### config.mk
export PLATFORM = sky130hd
export DESIGN_NAME = frame_streamer
export DESIGN_NICKNAME = d
export VERILOG_FILES = /design/src/rtl/frame_streamer.sv
export SDC_FILE = /design/constraint.sdc
export NUM_CORES = 1
export LEC_CHECK = 0
export BUFFER_PORTS_ARGS = -buffer_cell sky130_fd_sc_hd__buf_4
export CAP_MARGIN = 20
export CORE_MARGIN = 2
export CORE_UTILIZATION = 40
export DETAILED_ROUTE_END_ITERATION = 10
export GPL_TIMING_DRIVEN = 0
export PLACE_DENSITY_LB_ADDON = 0.15
export SLEW_MARGIN = 25
export SYNTH_ARGS = -nofsm -noshare
export SYNTH_HDL_FRONTEND = slang
export SYNTH_SLANG_ARGS = --single-unit
### constraint.sdc
create_clock -name clk_in -period 4.48 [get_ports clk_in]
set_clock_uncertainty 0.1 [all_clocks]
set_input_delay 0.448 -clock clk_in [delete_from_list [all_inputs] [get_ports clk_in]]
set_output_delay 0.448 -clock clk_in [all_outputs]
set_load 0.03 [all_outputs]
### src/rtl/frame_streamer.sv
// frame_streamer: reads one H_PIXELS x V_LINES frame from a synchronous-read
// frame buffer in raster order and emits valid/pixel/hcount/vcount beats.
// Ports: clk_in, rst_n_in (async low), start_in (frame request);
//   rd_addr_out/rd_en_out/rd_data_in (frame buffer read port);
//   data_valid_out, pixel_data_out, hcount_out, vcount_out (pixel beat);
//   busy_out (frame in progress), frame_done_out (pulse after last beat).
module frame_streamer #(
    parameter int H_PIXELS     = 320,
    parameter int V_LINES      = 240,
    parameter int READ_LATENCY = 2,
    parameter int LINE_GAP     = 4,
    parameter int ADDR_WIDTH   = 17
) (
    input  logic                  clk_in,
    input  logic                  rst_n_in,
    input  logic                  start_in,
    output logic [ADDR_WIDTH-1:0] rd_addr_out,
    output logic                  rd_en_out,
    input  logic [15:0]           rd_data_in,
    output logic                  data_valid_out,
    output logic [15:0]           pixel_data_out,
    output logic [10:0]           hcount_out,
    output logic [9:0]            vcount_out,
    output logic                  busy_out,
    output logic                  frame_done_out
);

    localparam logic [1:0] S_IDLE  = 2'd0;
    localparam logic [1:0] S_READ  = 2'd1;
    localparam logic [1:0] S_GAP   = 2'd2;
    localparam logic [1:0] S_DRAIN = 2'd3;

    localparam logic [10:0] H_LAST = 11'(H_PIXELS - 1);
    localparam logic [9:0]  V_LAST = 10'(V_LINES - 1);
    localparam int          GAP_END = (LINE_GAP > 0) ? LINE_GAP - 1 : 0;
    localparam logic [3:0]  GAP_LAST = 4'(GAP_END);
    localparam logic [ADDR_WIDTH-1:0] ADDR_ONE = ADDR_WIDTH'(1);

    logic [1:0]  state;
    logic [10:0] h_q;
    logic [9:0]  v_q;
    logic [3:0]  gap_cnt;

    // (valid, h, v) of each issued read, delayed to line up with rd_data_in
    logic        pipe_vld [READ_LATENCY];
    logic [10:0] pipe_h   [READ_LATENCY];
    logic [9:0]  pipe_v   [READ_LATENCY];

    // h_q/v_q always describe the address currently on rd_addr_out
    always_ff @(posedge clk_in or negedge rst_n_in) begin
        if (!rst_n_in) begin
            state       <= S_IDLE;
            h_q         <= '0;
            v_q         <= '0;
            gap_cnt     <= '0;
            rd_addr_out <= '0;
            rd_en_out   <= 1'b0;
            busy_out    <= 1'b0;
        end else begin
            unique case (state)
                S_IDLE: begin
                    if (start_in && !busy_out) begin
                        state       <= S_READ;
                        busy_out    <= 1'b1;
                        rd_en_out   <= 1'b1;
                        rd_addr_out <= '0;
                        h_q         <= '0;
                        v_q         <= '0;
                    end
                end
                S_READ: begin
                    if (h_q == H_LAST) begin
                        if (v_q == V_LAST) begin
                            state     <= S_DRAIN;
                            rd_en_out <= 1'b0;
                        end else if (LINE_GAP == 0) begin
                            rd_addr_out <= rd_addr_out + ADDR_ONE;
                            h_q         <= '0;
                            v_q         <= v_q + 10'd1;
                        end else begin
                            state     <= S_GAP;
                            rd_en_out <= 1'b0;
                            gap_cnt   <= '0;
                        end
                    end else begin
                        rd_addr_out <= rd_addr_out + ADDR_ONE;
                        h_q         <= h_q + 11'd1;
                    end
                end
                S_GAP: begin
                    if (gap_cnt == GAP_LAST) begin
                        state       <= S_READ;
                        rd_en_out   <= 1'b1;
                        rd_addr_out <= rd_addr_out + ADDR_ONE;
                        h_q         <= '0;
                        v_q         <= v_q + 10'd1;
                    end else begin
                        gap_cnt <= gap_cnt + 4'd1;
                    end
                end
                S_DRAIN: begin
                    if (frame_done_out) begin
                        state    <= S_IDLE;
                        busy_out <= 1'b0;
                    end
                end
                default: state <= S_IDLE;
            endcase
        end
    end

    always_ff @(posedge clk_in or negedge rst_n_in) begin
        if (!rst_n_in) begin
            for (int i = 0; i < READ_LATENCY; i++) begin
                pipe_vld[i] <= 1'b0;
                pipe_h[i]   <= '0;
                pipe_v[i]   <= '0;
            end
            data_valid_out <= 1'b0;
            pixel_data_out <= '0;
            hcount_out     <= '0;
            vcount_out     <= '0;
            frame_done_out <= 1'b0;
        end else begin
            pipe_vld[0] <= rd_en_out;
            pipe_h[0]   <= h_q;
            pipe_v[0]   <= v_q;
            for (int i = 1; i < READ_LATENCY; i++) begin
                pipe_vld[i] <= pipe_vld[i-1];
                pipe_h[i]   <= pipe_h[i-1];
                pipe_v[i]   <= pipe_v[i-1];
            end
            data_valid_out <= pipe_vld[READ_LATENCY-1];
            if (pipe_vld[READ_LATENCY-1]) begin
                pixel_data_out <= rd_data_in;
                hcount_out     <= pipe_h[READ_LATENCY-1];
                vcount_out     <= pipe_v[READ_LATENCY-1];
            end
            // only the final beat of a frame carries (H_LAST, V_LAST)
            frame_done_out <= data_valid_out &&
                              (hcount_out == H_LAST) &&
                              (vcount_out == V_LAST);
        end
    end

endmodule

# Word-level counts from Yosys, hierarchy flattened
# Cells that the tools add are included.
dict set report totals {
  romBits 0
  mem_bits_rw 0
  input_bits 19
  reg_bits 129
  latchBits 0
  n_memories 0
}
dict set report op_classes {
  n_mux 27
  eq_ne 15
  add_sub_neg 4
  n_reduce_logical 15
  mul 0
  n_div 0
  shift 0
  n_lt_le_gt_ge 0
  n_bitwise 0
}
# cell count
set ops {}
lappend ops {{2-to-1 mux 17 bit} 3}
lappend ops {{case mux 17 bit (3 select lines)} 1}
lappend ops {{2-to-1 mux 11 bit} 3}
lappend ops {{case mux 11 bit (3 select lines)} 1}
lappend ops {{equality test 11 x 9 -> 1 bit, second input constant} 2}
lappend ops {{equality test 10 x 8 -> 1 bit, second input constant} 2}
lappend ops {{2-to-1 mux 10 bit} 2}
lappend ops {{case mux 10 bit (2 select lines)} 1}
lappend ops {{adder 17 x 1 -> 17 bit, second input constant} 1}
lappend ops {{AND reduction 4 bit} 4}
lappend ops {{inequality test 2 bit, second input constant} 7}
lappend ops {{2-to-1 mux 4 bit} 3}
lappend ops {{adder 11 x 1 -> 11 bit, second input constant} 1}
lappend ops {{adder 10 x 1 -> 10 bit, second input constant} 1}
lappend ops {{2-to-1 mux 2 bit} 4}
lappend ops {{case mux 2 bit (4 select lines)} 1}
lappend ops {{case mux 4 bit (2 select lines)} 1}
lappend ops {{AND reduction 3 bit} 2}
lappend ops {{nonzero test 2 bit} 3}
lappend ops {{2-to-1 mux 1 bit} 5}
lappend ops {{adder 4 x 1 -> 4 bit, second input constant} 1}
lappend ops {{equality test 2 bit, second input constant} 2}
lappend ops {{equality test 4 x 2 -> 1 bit, second input constant} 1}
lappend ops {{logical AND 1 bit} 3}
lappend ops {{6 further kinds} 6}

# Depth between registers and ports, before layout
dict set report depth {
  depth_word 4
  mapped_depth 8
}

# Worst setup path before layout
# No wires, ideal clock.
dict set report synth_path {
  path_kind {reg2reg}
  start {register gap_cnt[0]}
  end {register v_q[9]}
  path_stages_with_launch 7
  required_time_ns 4.302
  n_path_buf 1
  synth_period_minus_slack_ns 2.191
  slack_ns 2.289
  arrival_time_ns 2.013
  path_cell_list {dfrtp_1 > ha_1 > or3b_1 > buf_6 > a221o_1 > or4_1 > a21oi_1}
}
dict set report synth_via {
  elab_chain_cells 3
}
# element line
set synth_rtl {}
lappend synth_rtl {{from (decl)} 42} ;# logic [3:0] gap_cnt;
lappend synth_rtl {{from (signal assigned)} 98} ;# gap_cnt <= gap_cnt + 4'd1;
lappend synth_rtl {{equality test 4 x 2 -> 1 bit} 91} ;# if (gap_cnt == GAP_LAST) begin
lappend synth_rtl {{inequality test 2 bit (no line)} n/a}
lappend synth_rtl {{AND reduction 3 bit (no line)} n/a}
lappend synth_rtl {{to (signal assigned)} 79} ;# v_q <= v_q + 10'd1;
lappend synth_rtl {{to (signal assigned)} 96} ;# v_q <= v_q + 10'd1;
lappend synth_rtl {{to (decl)} 41} ;# logic [9:0] v_q;
# No other way between the ends.
# A chain may end at the register's enable or synchronous reset.

# Worst setup path after layout
dict set report layout_path {
  start {register state[1]}
  end {register gap_cnt[0]}
}
dict set report layout_via {
  elab_chain_cells 3
  word_cells_on_any_way 8
}
# element line
set layout_rtl {}
lappend layout_rtl {{from (decl)} 39} ;# logic [1:0] state;
lappend layout_rtl {{from (signal assigned)} 52} ;# state <= S_IDLE;
lappend layout_rtl {{from (signal assigned)} 63} ;# state <= S_READ;
lappend layout_rtl {{from (signal assigned)} 74} ;# state <= S_DRAIN;
lappend layout_rtl {{equality test 2 bit / equality test 2 x 1 -> 1 bit (equally long branches)} 60} ;# unique case (state)
lappend layout_rtl {{inequality test 2 bit (no line) / nonzero test 2 bit (equally long branches)} n/a}
lappend layout_rtl {{AND reduction 4 bit (no line)} n/a}
# Several ways; a longest one is shown, not always the timed one.

==> flow_metrics.env <==
export IMPL_status="finished, final reports clean"
export IMPL_fin_util_pct=51.5
export IMPL_start_util_pct=40.6
export IMPL_switching_share_pct=20.3
export IMPL_async_flop_share_pct=100
export IMPL_pwr_share_comb_pct=2.7
export IMPL_end_kind="flip-flop"
export IMPL_arrival_ps=3080
export IMPL_place_area_sq_um=6140
export IMPL_dieArea_sq_um=14200
export IMPL_area_growth_pct=26.8
export IMPL_die_w_microns=119
export IMPL_drv_cap=0
export IMPL_io_pins=77
export IMPL_cts_tree="built"
export IMPL_synth_cells=432
export IMPL_setup_violations=0
export IMPL_cts_made_buffers=17
export IMPL_cts_root_buffer="clkbuf_16"
export IMPL_slew_viol_final=0
export IMPL_drive_gt1_share_pct=27.1
export IMPL_power_density_nw_per_um2=389
export IMPL_track_usage_pct=17.1
export IMPL_clkPwrFrac_pct=52.4
export IMPL_r2r_end="gap_cnt[0]"
export IMPL_maxClockFrequency_mhz=346
export IMPL_avgSynthCellArea_sq_um=12.3
export IMPL_synth_top_cell_by_area="dfrtp_1"
export IMPL_grt_setup_unrepaired="false"
export IMPL_synth_top_area_share_pct=60.7
export IMPL_dr_total_vias=3892
export IMPL_io_buffers=76
export IMPL_total_power_mw=2.62
export IMPL_p_leak_nw=2.98
export IMPL_synth_area_leaders="dfrtp_1 61%, mux2_2 8.0%, o31ai_1 3.8%"
export IMPL_clock_path_buffers=2
export IMPL_reg2reg_slack_ps=1590
export IMPL_route_met2_wl_mm=5.34
export IMPL_wl_met1_mm=5.14
export IMPL_reg2reg_depth=7
export IMPL_yosys_cell_types_count=46
export IMPL_synth_edff_count=0
export IMPL_reg2reg_from="state[1]"
export IMPL_grt_overflow_total=0
export IMPL_grt_pass1_wl_mm=19.2
export IMPL_startpoint="state[1]"
export IMPL_antennaDiodeCount=0
export IMPL_viasPerCell=5.42
export IMPL_gp_congestion=0.817
export IMPL_tns_ps=0
export IMPL_route_detailed_drc=0
export IMPL_cts_sinks=129
export IMPL_grt_pass1_vias=3849
export IMPL_synth_fp_nets=459
export IMPL_grt_max_degree=79
export IMPL_ys_flop_type="dfrtp_1"
export IMPL_setup_worst_path_end="gap_cnt[0]"
export IMPL_dr_max_layer_used="met4"
export IMPL_hpwl_mm=7.57
export IMPL_yosysSeqAreaShare_pct=60.7
export IMPL_antenna_found_initial=0
export IMPL_final_nets=556
export IMPL_cp_data_required_time_ps=4680
export IMPL_finalWirelength_mm=11.3
export IMPL_routedWlPerCell_microns=15.7
export IMPL_cp_start_kind="flip-flop"
export IMPL_clk_latency_ps=410
export IMPL_die_y_microns=119
export IMPL_p_int_mw=2.09
export IMPL_fin_crit_ps=2890
export IMPL_worst_path_max_fanout=10
export IMPL_yosys_register_bits=129
export IMPL_seqPwrFrac_pct=44.9
export IMPL_h_tree_depth=4
export IMPL_tightest_slew_ps=972
export IMPL_power_switching_mw=0.531
export IMPL_firstDrtPassIters=4
export IMPL_clk_pin_slew_ps=50
export IMPL_dr_first_iter_drc_count=218
export IMPL_max_slew_margin_pct=34.6
export IMPL_final_hold_violation_count=0
export IMPL_critPathKind="flip-flop to flip-flop"
export IMPL_synth_area_sq_um=5320
export IMPL_postCtsSetupBuffers=0
export IMPL_rows=42
export IMPL_yosys_warnings=0
export IMPL_met3WireLength_microns=606
export IMPL_ir_drop_mv=0.204
export IMPL_hold_ws_ps=165
export IMPL_fp_coreArea_sq_um=13100
export IMPL_hold_path_class="primary input to flip-flop"
export IMPL_stdcell_area_sq_um=6740
export IMPL_post_route_period_util_pct=64.5
export IMPL_drtAntennaViolNets=0
## cell families (layout without fill, tap and decap cells)
| family | Yosys count | in the layout | synth area share [%] |
|---|---|---|---|
| adders and majority gates | 8 | 8 | 1.88 |
| and+or+nand+nor | 116 | 116 | 12.3 |
| AOI/OAI and AO/OA | 99 | 99 | 13.0 |
| xor gates and xnor gates | 2 | 2 | 0.330 |
| muxes | 43 | 43 | 8.99 |
| buffers and inverters | 35 | 145 | 2.80 |
| DFF | 129 | 129 | 60.7 |
## synthesized netlist by cell type, types with 4 or more instances
library cell    n
ha_1            8
and3_1          5
o31ai_1        27
clkbuf_1       22
and4_1          7
mux2i_1         5
inv_1           8
or4_1           5
a21oi_1        11
or3_1           5
o21ai_0        24
mux2_2         38
nand4_1        11
nor2_1         11
nand3_1        21
nand2_1        22
nand4b_1        4
a211oi_1        4
nor3_1          7
a22o_1          8
and2_1          5
a41oi_1         4
nand2b_1        4
dfrtp_1       129
## layer usage
layer | GRT usage [%] | vias to the layer above
met4 | 7.89 | 0
met2 | 27.1 | 118
met3 | 4.17 | 15
met1 | 22.1 | 1940
met5 | 0 | -
li1 | - | 1819
## per-stage QoR
| step | cells | setup slack, ps |
|---|---|---|
| floorplan | 432 | 2290 |
| CTS | 718 | 1670 |
| detailed placement | 685 | 1710 |
| global placement | 684 | 1740 |
| global route | 718 | 1510 |
| finish | 718 | 1590 |
## cell type report
type | count | area, sq um
Fill cell | 1161 | 6340
Sequential cell | 129 | 3230
Multi-Input combinational cell | 268 | 1940
Timing Repair Buffer | 78 | 616
Clock buffer | 23 | 458
Tap cell | 176 | 220
Clock inverter | 9 | 133
Buffer | 27 | 119
Inverter | 8 | 30.0
## worst max-delay path: stages, from the launching register on
cell and delay, ps:
dfrtp_1 400, inv_1 120, ha_1 170, clkbuf_1 400, nand4bb_1 180, nor4_1 760, or3_1 290, mux2_2 350
## timing repair
item                       in CTS  in global routing
gates resized for setup         0                  0
hold endpoints to repair       51                  0
hold buffers                    1                  0
setup endpoints to repair       0                  0
## how the worst min path moves through the flow
stage | slack, ps | endpoint | start | depth (start not counted)
2_1_floorplan | 50 | busy_out | rst_n_in | 0
4_1_cts | 150 | pixel_data_out[15] | rd_data_in[15] | 2
5_1_grt | 150 | pixel_data_out[15] | rd_data_in[15] | 2
3_3_place_gp | 230 | pipe_h[10] | pipe_h[21] | 0
6_report | 160 | pixel_data_out[1] | rd_data_in[1] | 2
3_5_place_dp | 230 | pipe_h[6] | pipe_h[17] | 0
## sequential cells by signal, indices dropped and copies added, names as in the netlist
register,flops
gap_cnt,4
rd_addr_out,17
frame_done_out,1
v_q,10
rd_en_out,1
hcount_out,11
pipe_vld,2
pipe_h,22
pixel_data_out,16
vcount_out,10
pipe_v,20
data_valid_out,1
h_q,11
busy_out,1
state,2
## placed cells by master (no fill, tap or decap), types with 17 or more instances in the layout
cell type	instances
dfrtp_1	129
buf_4	75
mux2_2	38
clkbuf_1	27
o31ai_1	27
o21ai_0	24
nand2_1	22
nand3_1	21
clkbuf_16	17
## power groups by stage
stage	registers [mW]	logic [mW]	clock network (mW)
3_3_place_gp	1.20	0.0684	0
6_report	1.18	0.0718	1.37
5_1_grt	1.18	0.0790	1.46
4_1_cts	1.18	0.0743	1.40
2_1_floorplan	1.21	0.00641	0
3_5_place_dp	1.20	0.0734	0
Note: power is estimated with default switching activity, not from simulation.
